File: src/rtl/mux_stream_nin1.sv
// N-input stream multiplexer with a single registered output slot.
// Channel choice is either an external select (fixed mode) or a round-robin
// search starting just after the last granted channel.
module mux_stream_nin1 #(
  parameter int unsigned WIDTH = 8,
  parameter int unsigned N     = 5,
  parameter int unsigned SEL_W = $clog2(N)
) (
  input  logic               i_clk,
  input  logic               i_rst,
  input  logic               i_mode,
  input  logic [SEL_W-1:0]   i_sel,
  input  logic [N*WIDTH-1:0] i_dat,
  input  logic [N-1:0]       i_vld,
  output logic [N-1:0]       o_rdy,
  output logic [WIDTH-1:0]   o_dat,
  output logic               o_vld,
  output logic [SEL_W-1:0]   o_ch,
  input  logic               i_rdy
);

  // Output slot and round-robin pointer (last channel granted).
  logic [WIDTH-1:0] r_dat;
  logic             r_vld;
  logic [SEL_W-1:0] r_ch;
  logic [SEL_W-1:0] r_ptr;

  logic             w_accept;
  logic             w_fix_vld;
  logic             w_rr_vld;
  logic [SEL_W-1:0] w_rr_ch;
  logic             w_grant_vld;
  logic [SEL_W-1:0] w_grant_ch;
  logic [WIDTH-1:0] w_grant_dat;
  int unsigned      w_idx;

  // Slot can take a new item when empty or when it is draining this cycle.
  assign w_accept = !r_vld || i_rdy;

  // Fixed mode: only an in-range select can ever produce a grant.
  always_comb begin
    w_fix_vld = 1'b0;
    for (int unsigned k = 0; k < N; k++) begin
      if (i_sel == SEL_W'(k)) begin
        w_fix_vld = i_vld[k];
      end
    end
  end

  // Round-robin: first valid channel in order ptr+1, ptr+2, ..., ptr.
  always_comb begin
    w_rr_vld = 1'b0;
    w_rr_ch  = '0;
    w_idx    = 0;
    for (int unsigned i = 1; i <= N; i++) begin
      w_idx = (32'(r_ptr) + i) % N;
      for (int unsigned k = 0; k < N; k++) begin
        if (!w_rr_vld && (w_idx == k) && i_vld[k]) begin
          w_rr_vld = 1'b1;
          w_rr_ch  = SEL_W'(k);
        end
      end
    end
  end

  assign w_grant_vld = i_mode ? w_rr_vld : w_fix_vld;
  assign w_grant_ch  = i_mode ? w_rr_ch  : i_sel;

  // Decode the grant into a one-hot ready and pick the granted data.
  always_comb begin
    o_rdy       = '0;
    w_grant_dat = '0;
    for (int unsigned k = 0; k < N; k++) begin
      if (w_grant_ch == SEL_W'(k)) begin
        w_grant_dat = i_dat[k*WIDTH +: WIDTH];
        // Ready is held low while reset is asserted.
        o_rdy[k]    = w_accept && w_grant_vld && !i_rst;
      end
    end
  end

  // Output slot update; pointer only advances on round-robin transfers.
  always_ff @(posedge i_clk) begin
    if (i_rst) begin
      r_vld <= 1'b0;
      r_dat <= '0;
      r_ch  <= '0;
      r_ptr <= SEL_W'(N - 1);
    end else if (w_accept) begin
      r_vld <= w_grant_vld;
      if (w_grant_vld) begin
        r_dat <= w_grant_dat;
        r_ch  <= w_grant_ch;
        if (i_mode) begin
          r_ptr <= w_grant_ch;
        end
      end
    end
  end

  assign o_dat = r_dat;
  assign o_vld = r_vld;
  assign o_ch  = r_ch;

endmodule

File: config.mk
export PLATFORM = sky130hd
export DESIGN_NAME = mux_stream_nin1
export DESIGN_NICKNAME = d
export VERILOG_FILES = /design/src/rtl/mux_stream_nin1.sv
export SDC_FILE = /design/constraint.sdc
export NUM_CORES = 1
export LEC_CHECK = 0
export CORE_MARGIN = 2
export CORE_UTILIZATION = 48
export DETAILED_ROUTE_END_ITERATION = 7
export GPL_TIMING_DRIVEN = 0
export PLACE_DENSITY_LB_ADDON = 0.12
export REMOVE_ABC_BUFFERS = 1
export SKIP_LAST_GASP = 1
export SLEW_MARGIN = 20
export SYNTH_ARGS = -nofsm -noshare
export SYNTH_HDL_FRONTEND = slang
export SYNTH_SLANG_ARGS = --single-unit
File: constraint.sdc
create_clock -name i_clk -period 6.2 [get_ports i_clk]
set_input_delay 1.24 -clock i_clk [delete_from_list [all_inputs] [get_ports i_clk]]
set_output_delay 1.24 -clock i_clk [all_outputs]
set_load 0.02 [all_outputs]
==> impl_metrics.json, run 1 <==
{
  "status": "complete, no violations",
  "root_buffer": "clkbuf_8",
  "async_reset_ff_frac": 0,
  "fp.dieH_um": 96.7,
  "drc": 0,
  "ys_warn_count": 0,
  "synthFlopType": "dfxtp_1",
  "num-fill-cells": 683,
  "diodes": 0,
  "cts_buffer_depth": 2,
  "drt_iter0_drc": 421,
  "dr_total_vias": 5360,
  "grt-ovfl-total": 0,
  "start_util": 0.499,
  "ant_nets": 0,
  "grt_pass1_wl_mm": 24.1,
  "cp.arrival_ns": 4.81,
  "routed_wl_mm": 15.5,
  "path_buf_inv": 5,
  "path_class": "reg -> out",
  "hpwl_mm": 10.0,
  "grt_max_degree": 41,
  "synth_top_area_frac": 0.0850,
  "critPathSlowestCell": "or4_4",
  "core-area_sq_um": 8260,
  "synth_top_cells_by_area": "ha_1 8.5%, dfxtp_1 7.3%, nor2_1 5.2%",
  "synth_commonest_cells": "57 x nor2_1, 47 x nand2_1, 42 x a21oi_1, 29 x o21ai_0, 28 x ha_1",
  "post_cts_hold_buffer_count": 0,
  "yosysSeqAreaShare": 0.0728,
  "r2r_slack_ns": 0.98,
  "drive_gt1_frac": 0.221,
  "cts_buffers": 3,
  "io_buffer_count": 68,
  "first_pass_iters": 7,
  "htreeDepth": 1,
  "wire_per_inst_um": 19.7,
  "required_ns": 4.96,
  "crit_family": "compound AO/OA/AOI/OAI gates",
  "antenna_found_initial": 0,
  "synth_cell_type_count": 83,
  "dieArea_sq_um": 9350,
  "whs_path_depth": 2,
  "io_pins": 69,
  "fmax_mhz": 165,
  "finalCritPeriodShare": 0.976,
  "setup_viol": 0,
  "cpPeakStageDelay_ns": 0.55,
  "yosysTopAreaCell": "ha_1",
  "maxSlewHeadroom": 0.439,
  "clkTransAtPathRegs_ns": 0.07,
  "rsz0062_at_grt": "yes",
  "register_area_sq_um": 312,
  "nets": 763,
  "syn-instance-count": 596,
  "yosysMostFrequentCell": "nor2_1",
  "r2r_cells": 22,
  "std_cell_rows": 33,
  "timing.rr.start": "r_ptr[0]",
  "cts_tree": "built",
  "track_usage": 0.302,
  "fin_crit_ns": 6.05,
  "crit_chain": "inv_12 -> ha_4 -> buf_4 -> buf_12 -> nor2b_2 -> a32o_2 -> nor2_4 -> inv_1 -> ha_1 -> nand2b_1 -> a32oi_2 -> nor3_1 -> a41oi_1 -> a21boi_2 -> or4_4 -> a311o_2 -> a211oi_1 -> clkbuf_2",
  "worst_setup_path_start_kind": "flop",
  "multi_input_area_sq_um": 3920,
  "ys_ff_latch": 15,
  "cp-end-kind": "primary output",
  "finalHoldViolCount": 0,
  "place.gp.congestion": 1.00,
  "clk_latency_ns": 0.25,
  "clock_skew_ns": 0.00368,
  "holdPathEnd": "o_ch[0]",
  "synth-edff-count": 0,
  "grt_pass1_vias": 4934,
  "netlist_area_sq_um": 4120,
  "hp-class": "reg -> reg",
  "tightest_slew_ns": 0.840,
  "vias_per_cell": 6.81,
  "cp_max_fo": 17,
  "setup_tns_ns": 0,
  "hold_path.startpoint": "o_ch[0]",
  "die_x_um": 96.7,
  "cap_violations": 0,
  "slew_violations": 0,
  "clock_sinks": 15,
  "synth_area_per_cell_sq_um": 6.92,
  "r2r-end": "o_dat[6]",
  "syn2layout_area_growth_pct": 37.7,
  "whs_ns": 0.503
}
==> layout make-up <==
cell class                 count  share of cell area
clock buffer                   4             0.00793
inverter                      32              0.0264
multi-input combinational    509               0.690
sequential                    15              0.0549
tap                          105              0.0231
timing repair buffer         120               0.195
timing repair inverter         2             0.00242
==> sequential cells by signal, indices dropped and copies added, names as in the netlist <==
| register | count |
|---|---|
| o_dat | 8 |
| o_ch | 3 |
| r_ptr | 3 |
| o_vld | 1 |
==> worst register-to-register path, delay by kind of cell, from the launching register on <==
kind                     cells  cell delay [ns]
flip-flops                   1             0.46
buffers and inverters        7             0.95
AO/OA/AOI/OAI                8             2.18
AND/OR/NAND/NOR              5             1.11
adder cells (fa/ha/maj)      2             0.45
==> cell usage in the layout (no fill, tap or decap), types with 16 or more instances in the layout <==
| cell | instances |
|---|---|
| buf_4 | 47 |
| nand2_1 | 46 |
| a21oi_1 | 40 |
| nor3_1 | 16 |
| nor2_1 | 54 |
| o21ai_0 | 26 |
| nand3_1 | 22 |
| nand2b_1 | 17 |
| inv_1 | 24 |
| clkdlybuf4s50_1 | 63 |
==> cells by family after synthesis <==
logic type	count (synthesis)	share of synthesized area
compound gates	227	0.412
simple gates	232	0.290
flops	15	0.0728
buf+inv	72	0.0731
fa+ha+maj	28	0.0850
mux	16	0.0488
xor+xnor	6	0.0182
==> timing repair <==
action,CTS,global route
resized for setup,73,40
pin swaps,13,20
buffers inserted,32,17
gates cloned,0,3
setup endpoints to repair,20,5
==> how the worst max path moves through the flow <==
stage                         from       end  slack (ns)  depth (start not counted)
after global routing      r_ptr[0]  o_rdy[2]       -0.08                         19
after floorplan           r_ptr[0]  o_rdy[2]       -1.98                         18
final                     r_ptr[0]  o_rdy[2]        0.15                         18
after global placement    r_ptr[0]  o_rdy[2]       -4.69                         19
after detailed placement  r_ptr[1]  o_rdy[0]       -3.09                         19
after CTS                 r_ptr[0]  o_rdy[3]      -0.002                         20
==> layer usage <==
layer	routed length, um	GRT usage	share of wire	vias to the layer above
met5	0	0	0	-
met4	794	0.140	0.051	0
met3	1320	0.0520	0.085	65
met2	6990	0.500	0.45	292
met1	6400	0.382	0.41	2523
li1	-	-	-	2480
==> stage by stage <==
stage / instances / cell area, sq um / setup slack, ns / util
CTS: 767 / 5410 / -0.00243 / 0.655
global route: 787 / 5680 / -0.0816 / 0.688
detailed placement: 731 / 4790 / -3.09 / 0.580
finish: 787 / 5680 / 0.147 / 0.688
floorplan: 556 / 3940 / -1.98 / -
global placement: 729 / 4750 / -4.69 / 0.576
Power of run 1 is not shown: default switching activity piles up to over one toggle a cycle in this logic, so the estimate is an artifact.
==> run 2: changes to the inputs <==
--- a/config.mk
+++ b/config.mk
@@ -7,6 +7,7 @@
 export LEC_CHECK = 0
 export CORE_MARGIN = 2
 export CORE_UTILIZATION = 48
+export CTS_CLUSTER_DIAMETER = 50
 export DETAILED_ROUTE_END_ITERATION = 7
 export GPL_TIMING_DRIVEN = 0
 export PLACE_DENSITY_LB_ADDON = 0.12
==> results of run 2 <==
No change in the layout: final DEF, timing and power equal those of run 1.
Power of run 2 is left out for the same reason.
